## config.mk

```make
export PLATFORM = sky130hd
export DESIGN_NAME = mem_arbiter_flat
export DESIGN_NICKNAME = d
export VERILOG_FILES = /design/src/rtl/mem_arbiter_if.sv /design/src/rtl/mem_arbiter.sv /design/src/flat_wrapper.sv
export SDC_FILE = /design/constraint.sdc
export NUM_CORES = 1
export LEC_CHECK = 0
export CAP_MARGIN = 5
export CELL_PAD_IN_SITES_DETAIL_PLACEMENT = 2
export CELL_PAD_IN_SITES_GLOBAL_PLACEMENT = 2
export CORE_MARGIN = 3
export CORE_UTILIZATION = 33
export CTS_BUF_LIST = sky130_fd_sc_hd__clkbuf_16
export CTS_CLUSTER_DIAMETER = 60
export DETAILED_ROUTE_END_ITERATION = 10
export PLACE_DENSITY = 0.91
export SKIP_CTS_REPAIR_TIMING = 1
export SLEW_MARGIN = 20
export SYNTH_ARGS = -nofsm -noshare
export SYNTH_HDL_FRONTEND = slang
export SYNTH_SLANG_ARGS = --single-unit
```

## constraint.sdc

```tcl
create_clock -name clk -period 3.5 [get_ports clk]
set_clock_uncertainty 0.05 [all_clocks]
set_input_delay 0.7 -clock clk [delete_from_list [all_inputs] [get_ports clk]]
set_output_delay 0.7 -clock clk [all_outputs]
set_load 0.05 [all_outputs]
```

## src/rtl/mem_arbiter_if.sv

```systemverilog
// Bundle of request, completion and RAM signals around mem_arbiter.
// The io_buffer_full input exists only when MEMCTRL_IO_STALL_EN is defined.
interface mem_arbiter_if #(
    parameter int LINE_BYTES = 16,
    parameter int RD_CH      = 2
);
    localparam int LEN_W = $clog2(LINE_BYTES);

    logic                      rdy;
    logic                      flush;
    logic                      wr_valid;
    logic [31:0]               wr_addr;
    logic [31:0]               wr_data;
    logic [1:0]                wr_len;
    logic                      wr_done;
    logic [RD_CH-1:0]          rd_valid;
    logic [RD_CH*32-1:0]       rd_addr;
    logic [RD_CH*LEN_W-1:0]    rd_len;
    logic [RD_CH-1:0]          rd_done;
    logic [LINE_BYTES*8-1:0]   rd_data;
    logic                      busy;
    logic                      ram_rw_sel;
    logic [31:0]               ram_addr;
    logic [7:0]                ram_wr_byte;
    logic [7:0]                ram_rd_byte;
`ifdef MEMCTRL_IO_STALL_EN
    logic                      io_buffer_full;
`endif

    modport slave (
`ifdef MEMCTRL_IO_STALL_EN
        input  io_buffer_full,
`endif
        input  rdy, flush,
        input  wr_valid, wr_addr, wr_data, wr_len,
        input  rd_valid, rd_addr, rd_len,
        input  ram_rd_byte,
        output wr_done, rd_done, rd_data, busy,
        output ram_rw_sel, ram_addr, ram_wr_byte
    );

    modport master (
`ifdef MEMCTRL_IO_STALL_EN
        output io_buffer_full,
`endif
        output rdy, flush,
        output wr_valid, wr_addr, wr_data, wr_len,
        output rd_valid, rd_addr, rd_len,
        output ram_rd_byte,
        input  wr_done, rd_done, rd_data, busy,
        input  ram_rw_sel, ram_addr, ram_wr_byte
    );
endinterface

```

## src/rtl/mem_arbiter.sv

```systemverilog
// Byte-serial controller: one write channel (fixed priority) and RD_CH round-robin read channels
// sharing a byte-wide single-port RAM. Optional macro MEMCTRL_IO_STALL_EN holds IO writes off.
//
// state | meaning
// IDLE  | arbitrate; at least one cycle between transactions
// WRITE | stream wr_data bytes to RAM, one per cycle
// READ  | issue addresses, capture returning bytes into the line buffer
module mem_arbiter #(
    parameter int               LINE_BYTES = 16,
    parameter int               RD_CH      = 2,
    parameter logic [RD_CH-1:0] KILL_MASK  = RD_CH'(1)
) (
    input logic          clk,
    input logic          rst,
    mem_arbiter_if.slave bus
);
    localparam int LEN_W = $clog2(LINE_BYTES);
    localparam int CNT_W = LEN_W + 1;
    localparam int CH_W  = (RD_CH > 1) ? $clog2(RD_CH) : 1;

    typedef enum logic [1:0] {IDLE, WRITE, READ} state_t;

    state_t                  state_q, state_d;
    logic [CNT_W-1:0]        cnt_q, cnt_d;
    logic [LEN_W-1:0]        len_q, len_d;
    logic [CH_W-1:0]         ch_q, ch_d;
    logic [CH_W-1:0]         ptr_q, ptr_d;
    logic [31:0]             wr_data_q, wr_data_d;
    logic [31:0]             ram_addr_q, ram_addr_d;
    logic                    ram_rw_sel_q, ram_rw_sel_d;
    logic [7:0]              ram_wr_byte_q, ram_wr_byte_d;
    logic                    wr_done_q, wr_done_d;
    logic [RD_CH-1:0]        rd_done_q, rd_done_d;
    logic [LINE_BYTES*8-1:0] rd_data_q, rd_data_d;
    logic [LINE_BYTES*8-1:0] buf_q, buf_d;

    logic [RD_CH-1:0]        elig;
    logic                    gnt_found;
    logic [CH_W-1:0]         gnt_ch;
    logic [CH_W-1:0]         cand;
    logic                    wr_block;
    logic [CNT_W-1:0]        cnt_nxt;
    logic [CNT_W-1:0]        len_p1;
    logic [LEN_W-1:0]        cap_idx;

`ifdef MEMCTRL_IO_STALL_EN
    assign wr_block = bus.io_buffer_full && (bus.wr_addr[17:16] == 2'b11);
`else
    assign wr_block = 1'b0;
`endif

    always_comb begin
        for (int c = 0; c < RD_CH; c++) begin
            elig[c] = bus.rd_valid[c] && !rd_done_q[c] && !(bus.flush && KILL_MASK[c]);
        end
    end

    // First eligible channel at or after the pointer, wrapping.
    always_comb begin
        gnt_found = 1'b0;
        gnt_ch    = '0;
        cand      = '0;
        for (int i = 0; i < RD_CH; i++) begin
            cand = CH_W'((int'(ptr_q) + i) % RD_CH);
            if (!gnt_found && elig[cand]) begin
                gnt_found = 1'b1;
                gnt_ch    = cand;
            end
        end
    end

    always_comb begin
        state_d       = state_q;
        cnt_d         = cnt_q;
        len_d         = len_q;
        ch_d          = ch_q;
        ptr_d         = ptr_q;
        wr_data_d     = wr_data_q;
        ram_addr_d    = ram_addr_q;
        ram_rw_sel_d  = ram_rw_sel_q;
        ram_wr_byte_d = ram_wr_byte_q;
        wr_done_d     = wr_done_q;
        rd_done_d     = rd_done_q;
        rd_data_d     = rd_data_q;
        buf_d         = buf_q;
        cnt_nxt       = cnt_q + CNT_W'(1);
        len_p1        = CNT_W'(len_q) + CNT_W'(1);
        cap_idx       = LEN_W'(cnt_q - CNT_W'(1));

        if (bus.rdy) begin
            wr_done_d = 1'b0;
            rd_done_d = '0;
            case (state_q)
                IDLE: begin
                    if (bus.wr_valid && !wr_done_q && !wr_block) begin
                        state_d       = WRITE;
                        wr_data_d     = bus.wr_data;
                        len_d         = LEN_W'(bus.wr_len);
                        cnt_d         = '0;
                        ram_rw_sel_d  = 1'b1;
                        ram_addr_d    = bus.wr_addr;
                        ram_wr_byte_d = bus.wr_data[7:0];
                    end else if (gnt_found) begin
                        state_d      = READ;
                        ch_d         = gnt_ch;
                        ptr_d        = CH_W'((int'(gnt_ch) + 1) % RD_CH);
                        ram_addr_d   = bus.rd_addr[int'(gnt_ch)*32 +: 32];
                        len_d        = bus.rd_len[int'(gnt_ch)*LEN_W +: LEN_W];
                        cnt_d        = '0;
                        buf_d        = '0;
                        ram_rw_sel_d = 1'b0;
                    end
                end
                WRITE: begin
                    if (cnt_q == CNT_W'(len_q)) begin
                        wr_done_d     = 1'b1;
                        state_d       = IDLE;
                        ram_rw_sel_d  = 1'b0;
                        ram_addr_d    = '0;
                        ram_wr_byte_d = '0;
                    end else begin
                        cnt_d         = cnt_nxt;
                        ram_addr_d    = ram_addr_q + 32'd1;
                        ram_wr_byte_d = wr_data_q[{cnt_nxt[1:0], 3'b000} +: 8];
                    end
                end
                READ: begin
                    if (bus.flush && KILL_MASK[ch_q]) begin
                        state_d = IDLE;
                    end else begin
                        cnt_d = cnt_nxt;
                        if (cnt_q < CNT_W'(len_q)) begin
                            ram_addr_d = ram_addr_q + 32'd1;
                        end
                        // RAM data lags the address by one cycle, so capture trails cnt by one.
                        if (cnt_q != '0) begin
                            buf_d[{cap_idx, 3'b000} +: 8] = bus.ram_rd_byte;
                            if (cnt_q == len_p1) begin
                                rd_data_d = buf_d;
                                rd_done_d = RD_CH'(1) << ch_q;
                                state_d   = IDLE;
                            end
                        end
                    end
                end
                default: state_d = IDLE;
            endcase
        end
    end

    always_ff @(posedge clk or negedge rst) begin
        if (!rst) begin
            state_q       <= IDLE;
            cnt_q         <= '0;
            len_q         <= '0;
            ch_q          <= '0;
            ptr_q         <= '0;
            wr_data_q     <= '0;
            ram_addr_q    <= '0;
            ram_rw_sel_q  <= 1'b0;
            ram_wr_byte_q <= '0;
            wr_done_q     <= 1'b0;
            rd_done_q     <= '0;
            rd_data_q     <= '0;
            buf_q         <= '0;
        end else begin
            state_q       <= state_d;
            cnt_q         <= cnt_d;
            len_q         <= len_d;
            ch_q          <= ch_d;
            ptr_q         <= ptr_d;
            wr_data_q     <= wr_data_d;
            ram_addr_q    <= ram_addr_d;
            ram_rw_sel_q  <= ram_rw_sel_d;
            ram_wr_byte_q <= ram_wr_byte_d;
            wr_done_q     <= wr_done_d;
            rd_done_q     <= rd_done_d;
            rd_data_q     <= rd_data_d;
            buf_q         <= buf_d;
        end
    end

    assign bus.busy        = (state_q != IDLE);
    assign bus.wr_done     = wr_done_q;
    assign bus.rd_done     = rd_done_q;
    assign bus.rd_data     = rd_data_q;
    assign bus.ram_rw_sel  = ram_rw_sel_q;
    assign bus.ram_addr    = ram_addr_q;
    assign bus.ram_wr_byte = ram_wr_byte_q;
endmodule

```

## src/flat_wrapper.sv

```systemverilog
// flat-port wrapper written by rule: the top's interface ports become plain ports
module mem_arbiter_flat 
#(
    parameter int               LINE_BYTES = 16,
    parameter int               RD_CH      = 2,
    parameter logic [RD_CH-1:0] KILL_MASK  = RD_CH'(1)
)
  (clk, rst, bus_rdy, bus_flush, bus_wr_valid, bus_wr_addr, bus_wr_data, bus_wr_len, bus_rd_valid, bus_rd_addr, bus_rd_len, bus_ram_rd_byte, bus_wr_done, bus_rd_done, bus_rd_data, bus_busy, bus_ram_rw_sel, bus_ram_addr, bus_ram_wr_byte);
  mem_arbiter_if #(.LINE_BYTES(LINE_BYTES), .RD_CH(RD_CH)) bus_i ();
  input logic clk;
  input logic rst;
  input wire logic [$bits(bus_i.rdy)-1:0] bus_rdy;
  input wire logic [$bits(bus_i.flush)-1:0] bus_flush;
  input wire logic [$bits(bus_i.wr_valid)-1:0] bus_wr_valid;
  input wire logic [$bits(bus_i.wr_addr)-1:0] bus_wr_addr;
  input wire logic [$bits(bus_i.wr_data)-1:0] bus_wr_data;
  input wire logic [$bits(bus_i.wr_len)-1:0] bus_wr_len;
  input wire logic [$bits(bus_i.rd_valid)-1:0] bus_rd_valid;
  input wire logic [$bits(bus_i.rd_addr)-1:0] bus_rd_addr;
  input wire logic [$bits(bus_i.rd_len)-1:0] bus_rd_len;
  input wire logic [$bits(bus_i.ram_rd_byte)-1:0] bus_ram_rd_byte;
  output wire logic [$bits(bus_i.wr_done)-1:0] bus_wr_done;
  output wire logic [$bits(bus_i.rd_done)-1:0] bus_rd_done;
  output wire logic [$bits(bus_i.rd_data)-1:0] bus_rd_data;
  output wire logic [$bits(bus_i.busy)-1:0] bus_busy;
  output wire logic [$bits(bus_i.ram_rw_sel)-1:0] bus_ram_rw_sel;
  output wire logic [$bits(bus_i.ram_addr)-1:0] bus_ram_addr;
  output wire logic [$bits(bus_i.ram_wr_byte)-1:0] bus_ram_wr_byte;
  assign bus_i.rdy = bus_rdy;
  assign bus_i.flush = bus_flush;
  assign bus_i.wr_valid = bus_wr_valid;
  assign bus_i.wr_addr = bus_wr_addr;
  assign bus_i.wr_data = bus_wr_data;
  assign bus_i.wr_len = bus_wr_len;
  assign bus_i.rd_valid = bus_rd_valid;
  assign bus_i.rd_addr = bus_rd_addr;
  assign bus_i.rd_len = bus_rd_len;
  assign bus_i.ram_rd_byte = bus_ram_rd_byte;
  assign bus_wr_done = bus_i.wr_done;
  assign bus_rd_done = bus_i.rd_done;
  assign bus_rd_data = bus_i.rd_data;
  assign bus_busy = bus_i.busy;
  assign bus_ram_rw_sel = bus_i.ram_rw_sel;
  assign bus_ram_addr = bus_i.ram_addr;
  assign bus_ram_wr_byte = bus_i.ram_wr_byte;
  mem_arbiter #(.LINE_BYTES(LINE_BYTES), .RD_CH(RD_CH), .KILL_MASK(KILL_MASK)) u_core (.clk(clk), .rst(rst), .bus(bus_i));
endmodule
```

==> results.py, run 1 <==
metrics = {
    "status": {
        "status": "finished with violations",
        "violations": "setup timing",
    },
    "placed_design": {
        "dpl_cell_area_mm2": 0.02132,
        "dpl.cell_count": 2685,
        "io_buffer_count": 325,
        "gp_congestion": 0.8708,
        "dpl.hpwl_mm": 49.19,
        "dp_slack_ns": 0.1529,
    },
    "die": {
        "die_w_um": 235.3,
        "coreArea_mm2": 0.05161,
        "initial_core_util_pct": 33.61,
        "fp.dieArea_mm2": 0.05535,
        "die_h_um": 235.3,
        "io_pins": 326,
        "num_rows": 83,
    },
    "synth": {
        "yosys-top-cells-area": "dfrtp_1 50%, mux2i_1 6.3%, nand2_1 5.2%, nor2_1 4.3%, a21oi_1 3.5%",
        "synth_top_area_share_pct": 49.77,
        "synth_cell_types": 79,
        "netlist_area_mm2": 0.01735,
        "syn_avg_cell_area_um2": 9.751,
        "ys_warn_count": 0,
        "synth_common_cells": "345 x dfrtp_1, 239 x nand2_1, 199 x nor2_1, 123 x a21oi_1, 110 x mux2i_1",
        "ys_seq_elements": 345,
        "syn_inst": 1779,
        "synth.most_common_cell": "dfrtp_1",
        "synthArstFlopShare_pct": 100.0,
        "synthFlopType": "dfrtp_1",
        "ys_seq_area_share_pct": 49.77,
        "yosys.area.top_type": "dfrtp_1",
        "synth_edf_count": 0,
        "syn-num-nets": 1948,
    },
    "critical_path": {
        "startpoint": "u_core.cnt_q[0]",
        "reg2reg_depth": 8,
        "reg2reg_slack_ns": -0.02,
        "crit_path_cell_trace": "buf_4, ha_2, a21bo_2, o21a_1, o32ai_2, nand2_2, a21o_1, o2bb2ai_1",
        "worst-path-max-fanout": 21,
        "required_ns": 3.87,
        "startpoint_type": "flop",
        "critical_path_class": "reg -> reg",
        "crit_path_max_incr_delay_ns": 0.59,
        "worst_ep_arrival_time_ns": 3.89,
        "reg2reg_to": "u_core.buf_q[106]",
        "critPathSlowestCell": "o32ai_2",
        "r2r_start": "u_core.cnt_q[0]",
        "worst_setup_path_end_kind": "flop",
    },
    "power": {
        "p_leak_nw": 9.617,
        "ir_worst_vdd_v": 0.0003527,
        "p_int_mw": 11.94,
        "switching_power_mw": 11.61,
        "switching_share_pct": 49.31,
        "p_per_area_mw_per_mm2": 1034,
        "clockPowerShare_pct": 18.7,
        "p_seq_share_pct": 28.7,
        "power_frac_comb_pct": 52.6,
    },
    "grt": {
        "grt_overflow_total": 0,
        "grt_max_degree": 96,
        "antenna_found_initial": 3,
        "track_usage_pct": 26.11,
        "grt_pass1_wl_mm": 113.8,
        "grt_pass1_vias": 18114,
    },
    "cts": {
        "clock-sinks": 345,
        "cts_tree": "done",
        "root_buffer": "clkbuf_16",
        "clk_pin_slew_ns": 0.07,
        "htreeDepth": 2,
        "cts_made_buffers": 42,
        "ctsLongestPathBuffers": 3,
        "clock_latency_ns": 0.59,
    },
    "final_layout": {
        "regArea_mm2": 0.008633,
        "instances_no_fill": 2769,
        "finalInstanceArea_mm2": 0.02277,
        "final_layout_size_suffix_gt1_share_pct": 10.01,
        "syn2layout_area_growth_pct": 31.29,
        "fillerInstances": 5278,
        "fin_nets": 2226,
        "multi_input_area_mm2": 0.007969,
        "final_util_pct": 44.13,
    },
    "sta": {
        "hold_slack_ns": 0.06925,
        "finalCritPeriodShare_pct": 100.7,
        "period_needed_ns": 3.523,
        "finalWorstSetupSlack_ns": -0.02303,
        "maxSlewViolCount": 0,
        "relSlewSlack_pct": 40.31,
        "fmax_mhz": 283.8,
        "hold_viol_final": 0,
        "setup_viol": 2,
        "worst-slew-pin-transition_ns": 0.8954,
        "rsz0062_at_grt": "yes",
    },
    "drt": {
        "post_drt_wl_per_cell_um": 27.38,
        "route.final.wire_length_mm": 75.81,
        "first_iter_violations": 1090,
        "route.detailed.drc": 0,
        "drtAntennaViolNets": 0,
        "vias": 16164,
        "drt_pass1_iterations": 5,
        "via_per_inst": 5.837,
    },
    "hold_path": {
        "hp-class": "in -> async",
    },
    "job": {
        "maxCapViolCount": 0,
    },
}
cells by family (layout without fill, tap and decap cells):
family	count (synthesis)	in the layout	synth area share, %
muxes	153	153	9.658
buffers and inverters	181	489	4.703
and+or+nand+nor	612	612	15.79
DFF	345	345	49.77
other	0	2	0
adders and majority gates	16	16	1.154
xor gates and xnor gates	9	9	0.6492
AOI/OAI and AO/OA	463	463	18.28
metal layers:
metal  part of all wire, %  GRT usage (%)  vias up
met5                 0.017              0        -
met4                   3.9          10.27        2
met3                   6.1          5.424      193
met2                    52          47.13      632
met1                    38          30.26     8407
li1                      -              -     6930
critical path: cells and delay by family, from the launching register on:
family          cells  cell delay (ns)
compound gates      5             1.77
simple gates        1             0.43
fa+ha+maj           1             0.41
flops               1             0.36
buf+inv             1             0.34
stage by stage:
step           TNS (ns)  power (mW)
2_1_floorplan         0       14.02
3_3_place_gp          0       17.98
3_5_place_dp          0       18.73
4_1_cts        -0.05897       23.47
5_1_grt         -0.2243       24.64
6_report       -0.04605       23.55
power by group through the flow:
| stage | clock network, mW | logic, mW | registers, mW |
|---|---|---|---|
| final | 4.41 | 12.4 | 6.77 |
| after global routing | 4.65 | 13.1 | 6.92 |
| after CTS | 4.45 | 12.3 | 6.74 |
| after detailed placement | 0 | 12.0 | 6.74 |
| after global placement | 0 | 11.4 | 6.57 |
| after floorplan | 0 | 4.64 | 9.38 |
final cells by class:
class,count,area share [%]
clock inverter,31,1.192
clock buffer,43,4.725
inverter,24,0.3956
multi-input combinational,1253,34.99
sequential,345,37.91
antenna,2,0.02198
tap,680,3.736
timing repair buffer,391,17.03
cell usage in the layout (no fill, tap or decap), drive strengths merged, types with 13 or more instances in the layout:
cell and n:
o2bb2ai 23, nand3 47, nor2 202, clkbuf 43
nand2 242, mux2 35, and2 31, clkdlybuf4s50 324
o211ai 32, ha 16, a32o 32, a22o 36
buf 67, inv 35, nor3 19, a22oi 13
o21ai 93, nand4 20, dfrtp 345, clkinv 14
a31oi 38, mux2i 110, a311oi 22, a21oi 124
flip-flops by register name, indices dropped and copies added, names as in the netlist, 2 cells and up:
signal,flops
u_core.bus.rd_data,128
u_core.cnt_q,5
u_core.bus.ram_addr,32
u_core.buf_q,128
u_core.len_q,4
u_core.bus.ram_wr_byte,8
u_core.bus.rd_done,2
u_core.state_q,2
u_core.wr_data_q,32
worst max path at each step:
stage	end	slack, ns	cells past startpoint
3_3_place_gp	u_core.buf_q[32]	0.37	7
6_report	u_core.buf_q[106]	-0.02	8
5_1_grt	u_core.buf_q[106]	-0.08	8
2_1_floorplan	u_core.bus.rd_data[78]	0.82	12
4_1_cts	u_core.buf_q[104]	-0.03	8
3_5_place_dp	u_core.bus.ram_addr[15]	0.15	9
Note: power is estimated with default switching activity, not from simulation.
==> run 2, diff against run 1 <==
--- a/config.mk
+++ b/config.mk
@@ -5,15 +5,17 @@
 export SDC_FILE = /design/constraint.sdc
 export NUM_CORES = 1
 export LEC_CHECK = 0
+export ABC_CLOCK_PERIOD_IN_PS = 3500
 export CAP_MARGIN = 5
 export CELL_PAD_IN_SITES_DETAIL_PLACEMENT = 2
 export CELL_PAD_IN_SITES_GLOBAL_PLACEMENT = 2
 export CORE_MARGIN = 3
-export CORE_UTILIZATION = 33
+export CORE_UTILIZATION = 40
 export CTS_BUF_LIST = sky130_fd_sc_hd__clkbuf_16
 export CTS_CLUSTER_DIAMETER = 60
 export DETAILED_ROUTE_END_ITERATION = 10
-export PLACE_DENSITY = 0.91
+export DONT_BUFFER_PORTS = 1
+export PLACE_DENSITY = 0.9
 export SKIP_CTS_REPAIR_TIMING = 1
 export SLEW_MARGIN = 20
 export SYNTH_ARGS = -nofsm -noshare
==> run 2 against run 1 <==
  * The run ends with hold timing left
  * Sequential power increased by 40%
  * Sequential share of layout area increased by 6.9 points
  * Global-route usage increased by 0.16 points
  * First-iteration DRC count decreased by 7.7%
  * Critical path type unchanged
==> results.py, run 2 (synthesis gave the netlist of run 1 again) <==
metrics = {
    "status": {
        "status": "finished with violations",
        "violations": "hold timing",
    },
    "die": {
        "io_pins": 326,
        "num_rows": 75,
        "die_w_um": 214.2,
        "coreArea_mm2": 0.04242,
        "fp.dieArea_mm2": 0.04590,
        "initial_core_util_pct": 40.90,
        "die_h_um": 214.2,
    },
    "power": {
        "p_leak_nw": 8.351,
        "total_power_mw": 20.99,
        "ir_worst_vdd_v": 0.0003718,
        "p_per_area_mw_per_mm2": 1090,
    },
    "drt": {
        "route.final.wire_length_mm": 61.57,
        "via_per_inst": 6.067,
        "post_drt_wl_per_cell_um": 26.36,
        "first_iter_violations": 1006,
        "route.detailed.drc": 0,
        "drt_pass1_iterations": 5,
        "vias": 14172,
        "drtAntennaViolNets": 0,
    },
    "critical_path": {
        "startpoint_type": "flop",
        "path_buf_inv": 1,
        "crit_cells": 8,
        "critical_path_class": "reg -> reg",
        "required_ns": 3.92,
        "crit_path_cell_trace": "buf_4, ha_1, a21bo_2, o21a_1, o32ai_2, and2_1, nand3_1, o21ai_0",
        "worst_setup_path_end_kind": "flop",
        "cp_top_family": "compound AO/OA/AOI/OAI gates",
        "crit_path_max_incr_delay_ns": 0.49,
        "worst_ep_arrival_time_ns": 3.62,
        "worst-path-max-fanout": 21,
        "critPathSlowestCell": "and2_1",
        "reg2reg_depth": 8,
    },
    "cts": {
        "htreeDepth": 2,
        "clk_pin_slew_ns": 0.06,
        "clock-sinks": 345,
        "root_buffer": "clkbuf_16",
        "cts_made_buffers": 44,
        "cts_tree": "done",
        "ctsLongestPathBuffers": 3,
        "clock_latency_ns": 0.57,
    },
    "sta": {
        "rsz0062_at_grt": "no",
        "hold_slack_ns": -0.2203,
        "setup_viol": 0,
        "finalCritPeriodShare_pct": 91.57,
        "fmax_mhz": 312.0,
        "fin_tns_setup_ns": 0,
        "period_needed_ns": 3.205,
        "finalWorstSetupSlack_ns": 0.2949,
        "worst-slew-pin-transition_ns": 1.005,
        "relSlewSlack_pct": 32.49,
        "hold_viol_final": 345,
        "maxSlewViolCount": 0,
    },
    "final_layout": {
        "final_layout_size_suffix_gt1_share_pct": 11.31,
        "finalInstanceArea_mm2": 0.01925,
        "syn2layout_area_growth_pct": 10.96,
        "fin_nets": 1893,
        "final_util_pct": 45.38,
        "final_cell_mix": "345 x dfrtp_1, 239 x nand2_1, 198 x nor2_1, 123 x a21oi_1, 110 x mux2i_1",
        "diodes": 0,
        "layout_commonest_cell": "dfrtp_1",
        "instances_no_fill": 2336,
    },
    "placed_design": {
        "dpl.hpwl_mm": 41.31,
        "dpl.cell_count": 2255,
        "io_buffer_count": 0,
        "dp_slack_ns": 0.3127,
        "dpl_cell_area_mm2": 0.01783,
        "gp_congestion": 0.8215,
    },
    "job": {
        "maxCapViolCount": 0,
    },
    "grt": {
        "grt_overflow_total": 0,
        "grt_pass1_wl_mm": 96.28,
        "antenna_found_initial": 1,
        "track_usage_pct": 26.27,
        "grt_max_degree": 346,
        "grt_pass1_vias": 15901,
    },
    "hold_path": {
        "hp-class": "in -> async",
    },
}
## run 2: cell types whose count changed in the layout (fill, tap and decap cells not counted), sizes merged
| cell | previous run | this run |
|---|---|---|
| clkinv | 14 | 20 |
| clkinvlp | 2 | 1 |
| clkbuf | 43 | 44 |
| clkdlybuf4s50 | 324 | 0 |
| diode | 2 | 0 |
| buf | 67 | 56 |
| inv | 35 | 36 |
## run 2: worst paths after layout
kind / startpoint / endpoint / slack (ns)
min: rst / u_core.wr_data_q[18] / -0.22
max in group asynchronous: rst / u_core.bus.rd_data[97] / 2.89
max reg2reg: u_core.cnt_q[0] / u_core.buf_q[120] / 0.29
min reg2reg: u_core.buf_q[19] / u_core.buf_q[19] / 0.44
max: u_core.cnt_q[0] / u_core.buf_q[120] / 0.29
min in group clk: bus_rdy / u_core.bus.rd_done[1] / 0.18
## run 2: power breakdown
part | internal [mW] | switching [mW] | total, mW
Sequential | 5.32 | 4.13 | 9.45
Clock | 2.61 | 1.91 | 4.52
Combinational | 2.38 | 4.64 | 7.02
Total | 10.3 | 10.7 | 21.0
## run 2: layout make-up
cell class | instances | area (um2)
Sequential cell | 345 | 8633
Clock inverter | 37 | 317.8
Fill cell | 4482 | 23170
Clock buffer | 44 | 1101
Tap cell | 577 | 721.9
Multi-Input combinational cell | 1253 | 7939
Inverter | 24 | 90.09
Timing Repair Buffer | 56 | 445.4
## run 2: worst register-to-register path, cell delays in order, from the launching register on
cell and delay, ns:
dfrtp_1 0.35, buf_4 0.32, ha_1 0.46, a21bo_2 0.29
o21a_1 0.19, o32ai_2 0.45, and2_1 0.49, nand3_1 0.20
o21ai_0 0.30
## run 2: metal layers
layer / track usage, % / part of all wire, %
met1: 31.71 / 40
met2: 45.81 / 51
met3: 7.043 / 6.1
met4: 8.317 / 3.0
met5: 0 / 0
==> RTL edit 1 (flow settings as in run 1) <==
`LINE_BYTES` is set to 16 in 3 places; all go to 8.
--- a/src/rtl/mem_arbiter_if.sv
+++ b/src/rtl/mem_arbiter_if.sv
@@ -2,5 +2,5 @@
 // The io_buffer_full input exists only when MEMCTRL_IO_STALL_EN is defined.
 interface mem_arbiter_if #(
-    parameter int LINE_BYTES = 16,
+    parameter int LINE_BYTES = 8,
     parameter int RD_CH      = 2
 );
--- a/src/rtl/mem_arbiter.sv
+++ b/src/rtl/mem_arbiter.sv
@@ -7,5 +7,5 @@
 // READ  | issue addresses, capture returning bytes into the line buffer
 module mem_arbiter #(
-    parameter int               LINE_BYTES = 16,
+    parameter int               LINE_BYTES = 8,
     parameter int               RD_CH      = 2,
     parameter logic [RD_CH-1:0] KILL_MASK  = RD_CH'(1)
--- a/src/flat_wrapper.sv
+++ b/src/flat_wrapper.sv
@@ -2,5 +2,5 @@
 module mem_arbiter_flat 
 #(
-    parameter int               LINE_BYTES = 16,
+    parameter int               LINE_BYTES = 8,
     parameter int               RD_CH      = 2,
     parameter logic [RD_CH-1:0] KILL_MASK  = RD_CH'(1)
Interface: changed (resized bus_rd_data and bus_rd_len); port bits go from 326 to 260. No check against the original RTL was run, so the function may have changed too.
==> RTL edit 1 against run 1 <==
Cell area decreased by 34%; synthesized area fell by 38%; clock power is 35% lower; sequential cell count down 130; setup slack better by 0.32 ns; sequential share of layout area is 1.9 points lower; synthesized cell count shrank 36%; sequential power decreased by 40%; wire length shrank 39%; power down 43%; count of clock-buffer cells in the layout shrank 14; critical path type is now reg2out; highest routed layer unchanged.
==> RTL edit 1: results (changes against run 1) <==
The number of distinct standard cells referenced by the synthesized netlist was 62 (-22%). The worst-case hold slack is 0.163 ns (+0.0936 ns). The count of inserted tapcells came out at 435 (-36%). The peak supply drop came out at 0.465 mV (+32%).

The share of layout cells above drive strength 1 is 9.69% (-0.32 points). The depth of the CTS H-tree is 1 (-1). The clock latency on the worst-skew pair is 0.55 ns (-0.04 ns). The number of multi-input combinational cells in the layout is 820 (-35%). The number of antenna violations at the first check in global routing is 1 (-2).

The number of diodes added for antenna fixing came out at 0 (-2). The arrival time of data at the critical path endpoint came to 2.46 ns (-1.43 ns). The number of global-route vias before repair came out at 12000 (-34%). The proportion of cell area occupied by multi-input gates came out at 34.1% (-0.91 points). The endpoint identified for the worst register-to-register timing path is u_core.buf_q[36]$_DFFE_PN0P_. The synthesized-area fraction occupied by adder cells came out at 1.96% (+0.81 points). The post-layout instance count excluding filler cells is 1838 (-34%).

The number of iterations in the first detailed-routing pass came out at 6 (+1). The met3 wirelength from detailed routing is 3030 um (-35%). The share of the synthesized area in compound gates (AO/OA/AOI/OAI) came out at 23.1% (+4.8 points). The flow ran to the end, and the final reports show no timing, DRC or antenna violations. The clock buffer count from CTS came out at 28 (-33%). The number of buffers added on ports is 259 (-20%). The count of buffers not belonging to the clock network in the layout came out at 293 (-25%). On the critical path the largest part of the delay comes from buffers and inverters. The sequential fraction of total cell area came to 36.0% (-1.9 points). The termination of the worst setup path is bus_busy. The area added between synthesis and finish is 37.8%.

The proportion of cell area spent on the clock network is 6.04% (+0.12 points). The count of clock-net buffers in the final layout is 29 (-33%). The number of register bits inferred by synthesis was 215 (-38%). The final number of setup-violating endpoints came out at 0 (-2). By area the synthesized netlist is led by sky130_fd_sc_hd__dfrtp_1, sky130_fd_sc_hd__nor2_1, sky130_fd_sc_hd__a22o_1.

The met1 usage in global routing came out at 31.2% (+0.91 points). The pin count of the biggest net entering global routing is 82 (-15%). The depth of the most critical reg-to-reg path came out at 9 (+1). By count the netlist is led by sky130_fd_sc_hd__dfrtp_1, sky130_fd_sc_hd__nor2_1, sky130_fd_sc_hd__nand2_1. The fraction of synthesized cell area in xor and xnor cells came out at 0.404% (-0.25 points). The highest cell delay on the worst timing path was 0.88 ns (+0.29 ns). The post-synthesis mux area share came to 6.13% (-3.5 points). The weighted congestion at the end of routability-driven global placement came out at 0.801 (-8.0%). The non-clock buffering overhead in the final layout is 19.6% (+2.6 points). The sum of routed wire segments on met1 is 18300 um (-36%).
==> RTL edit 1: changes by cell type in the layout (fill, tap and decap cells not counted), moves of 23 or more <==
cell / change
sky130_fd_sc_hd__nand2_1: -110
sky130_fd_sc_hd__o211ai_1: -29
sky130_fd_sc_hd__clkdlybuf4s50_1: -66
sky130_fd_sc_hd__nand3_1: -23
sky130_fd_sc_hd__a21oi_1: -42
sky130_fd_sc_hd__a32o_1: -32
sky130_fd_sc_hd__buf_4: -28
sky130_fd_sc_hd__dfrtp_1: -130
sky130_fd_sc_hd__nor2_1: -53
sky130_fd_sc_hd__a22oi_1: +51
sky130_fd_sc_hd__mux2i_1: -101
==> RTL edit 1: power by group through the flow <==
stage	Sequential (mW)	Combinational (mW)	Clock [mW]
5_1_grt	4.16	7.02	3.00
6_report	4.07	6.55	2.85
2_1_floorplan	5.26	2.61	0
4_1_cts	4.06	6.58	2.89
3_5_place_dp	4.06	6.42	0
3_3_place_gp	3.96	6.08	0
==> RTL edit 2 (flow settings as in run 1) <==
Made on the original files. `ram_addr_q` no longer has a reset.
--- a/src/rtl/mem_arbiter.sv
+++ b/src/rtl/mem_arbiter.sv
@@ -157,5 +157,4 @@
             ptr_q         <= '0;
             wr_data_q     <= '0;
-            ram_addr_q    <= '0;
             ram_rw_sel_q  <= 1'b0;
             ram_wr_byte_q <= '0;
@@ -171,5 +170,4 @@
             ptr_q         <= ptr_d;
             wr_data_q     <= wr_data_d;
-            ram_addr_q    <= ram_addr_d;
             ram_rw_sel_q  <= ram_rw_sel_d;
             ram_wr_byte_q <= ram_wr_byte_d;
@@ -179,4 +177,8 @@
             buf_q         <= buf_d;
         end
+    end
+
+    always_ff @(posedge clk) begin
+        ram_addr_q <= ram_addr_d;
     end
 
Function: not settled (the Yosys comparison gave no result); the edit may change what the design does.
==> RTL edit 2 against run 1 <==
Core utilization is 0.73 points higher; non-clock buffer count is 12 lower; combinational power is 44% lower; global-route usage is 2.3 points lower; hold slack worse by 0.024 ns; sequential cell count stayed put; die area is 5.6% lower; setup slack better by 0.23 ns; synthesized area is 5.7% lower; largest cell class unchanged; via count is 12% lower; power is 31% lower; cell area is 4.8% lower; sequential share of layout area is 2.6 points higher; wire length is 16% lower.
==> RTL edit 2: results (changes against run 1) <==
The run finished with clean final reports. The clock latency on the worst-skew pair came out at 0.58 ns. The cell sitting at the root of the clock tree is a sky130_fd_sc_hd__clkbuf_16. The total congestion overflow is 0 (unchanged). The number of global-route vias before repair is 15900 (-12%).

The post-synthesis sequential area ratio is 53.8% (+4.0 points). Broken down by cell family, the worst path's largest delay share belongs to compound AO/OA/AOI/OAI gates. The routed wirelength normalized by instance count came out at 25.6 um (-6.7%).

The sort of element at the start of the critical path is a flop. Following the worst setup path forward leads to its endpoint at u_core.buf_q[54]$_DFFE_PN0P_. The met2 demand-to-capacity share in global routing is 42.7% (-4.5 points). The number of enable-type register cells in the synthesized netlist came out at 32 (+32). The arrival time of data at the critical path endpoint came out at 3.75 ns (-0.14 ns). The worst flop-to-flop path startpoint is u_core.state_q[0]$_DFFE_PN0P_.

The worst-path cell with the longest stage delay is sky130_fd_sc_hd__o21ai_1. The weighted congestion at the end of routability-driven global placement came out at 0.829 (-4.8%). The post-route setup TNS came out at 0 ns (+0.0460 ns). The number of distinct standard cells referenced by the synthesized netlist is 62 (-22%). The number of nets in the layout is 1981 (-11%). The number of DRC markers in iteration 0 is 1148 (+5.3%). Ranked by total cell area, the synthesized netlist is headed by sky130_fd_sc_hd__dfrtp_1, sky130_fd_sc_hd__edfxtp_1, sky130_fd_sc_hd__a22o_1. The depth of the CTS H-tree is 2 (unchanged).

The post-detailed-placement half-perimeter wirelength came to 46000 um (-6.5%). The fraction of synthesis flops using an asynchronous set or reset pin came to 90.7% (-9.3 points). The number of antenna violations at the first check in global routing came out at 4 (+1). The number of filler cells placed in the layout came to 4865 (-7.8%).

The highest cell delay on the worst timing path is 0.79 ns (+0.20 ns). The first-pass GRT wire length is 97600 um (-14%). The net count after synthesis is 1678 (-14%). The global-route usage over all layers was 23.8% (-2.3 points). The depth of the most critical reg-to-reg path is 8 (unchanged). The peak supply drop came to 0.415 mV (+18%). The total number of yosys warnings is 0 (unchanged). The number of iterations in the first detailed-routing pass came to 5 (unchanged). By count the netlist is led by sky130_fd_sc_hd__dfrtp_1, sky130_fd_sc_hd__nand2_1, sky130_fd_sc_hd__o21ai_0. The number of vias after detailed routing is 14200 (-12%).

The number of buffers added on ports came out at 325 (unchanged). The share of layout cells above drive strength 1 is 9.99% (-0.025 points). The global-route met3 utilization was 5.91% (+0.48 points). The relative max-transition margin came out at 37.1% (-3.2 points). The path category of the worst min-delay check is in2async. The met1 usage in global routing came out at 27.0% (-3.3 points). The number of diodes added for antenna fixing was 0 (-2). The pin count of the biggest net entering global routing is 84 (-13%). The leakage power came out at 8.98 nW (-6.7%).

The maximum fanout along the worst path is 16 (-24%). The clock slew seen by the registers of the worst setup and hold paths came out at 0.06 ns. The reg-to-reg setup timing slack is 0.21 ns (+0.23 ns).
RTL edit 2: cell types whose count changed after synthesis, sizes merged, moves of 22 or more:
cell	change
a31oi	-37
a21oi	-85
o22ai	+31
a22oi	+92
dfrtp	-32
a22o	+71
and3	+22
mux2i	-41
o2bb2ai	-22
o211ai	-29
nor2	-149
nand2	-68
edfxtp	+32
o21ai	+71
RTL edit 2: per-layer routing:
layer  routed length, um  vias to the layer above
li1                    -                     6170
met1               24300                     7243
met2               32600                      590
met3                4510                      153
met4                2400                        6
met5                  38                        -
RTL edit 2: report_power, final:
| group | total [mW] | switching, mW | internal (mW) | leakage (nW) |
|---|---|---|---|---|
| Sequential | 5.36 | 0.570 | 4.79 | 4.59 |
| Clock | 4.00 | 1.78 | 2.23 | 0.639 |
| Combinational | 6.91 | 4.68 | 2.23 | 3.75 |
RTL edit 2: through the flow:
| step | setup slack [ns] | instance area (um^2) | total power, mW | hold slack (ns) | std cells |
|---|---|---|---|---|---|
| 6_report | 0.210 | 21700 | 16.3 | 0.0452 | 2498 |
| 5_1_grt | 0.0277 | 21700 | 17.0 | 0.0878 | 2498 |
| 4_1_cts | -0.0549 | 21700 | 16.3 | 0.0571 | 2498 |
| 3_5_place_dp | -0.00470 | 20400 | 12.1 | 0.420 | 2424 |
| 3_3_place_gp | 0.248 | 20400 | 11.7 | 0.413 | 2424 |
| 2_1_floorplan | 0.441 | 16400 | 9.57 | 0.354 | 1509 |
RTL edit 2: worst min path at each step:
stage,startpoint,endpoint,slack [ns],cells after the start
floorplan,rst,u_core.buf_q[0]$_DFFE_PN0P_,0.35,0
global placement,u_core.bus.rd_data[13]$_DFFE_PN0P_,u_core.bus.rd_data[13]$_DFFE_PN0P_,0.41,2
detailed placement,u_core.bus.rd_data[49]$_DFFE_PN0P_,u_core.bus.rd_data[49]$_DFFE_PN0P_,0.42,2
CTS,rst,u_core.bus.rd_data[53]$_DFFE_PN0P_,0.06,1
global route,rst,u_core.buf_q[53]$_DFFE_PN0P_,0.09,1
finish,rst,u_core.bus.rd_data[52]$_DFFE_PN0P_,0.05,1
RTL edit 2: cell families (layout without fill, tap and decap cells):
kind of cell / Yosys count / in the layout / synth area share [%]
buf+inv: 139 / 472 / 3.86
compound gates: 500 / 500 / 21.0
xor+xnor: 37 / 37 / 2.03
fa+ha+maj: 16 / 16 / 1.22
flops: 345 / 345 / 53.8
mux: 110 / 110 / 7.60
simple gates: 362 / 362 / 10.5
RTL edit 2: area by class of cell:
class	instances	area, um^2	share of cell area [%]
tap	656	821	3.79
multi-input combinational	1025	7020	32.4
timing repair buffer	379	3750	17.3
inverter	19	71.3	0.329
clock buffer	43	1080	4.96
clock inverter	31	155	0.715
sequential	345	8790	40.6
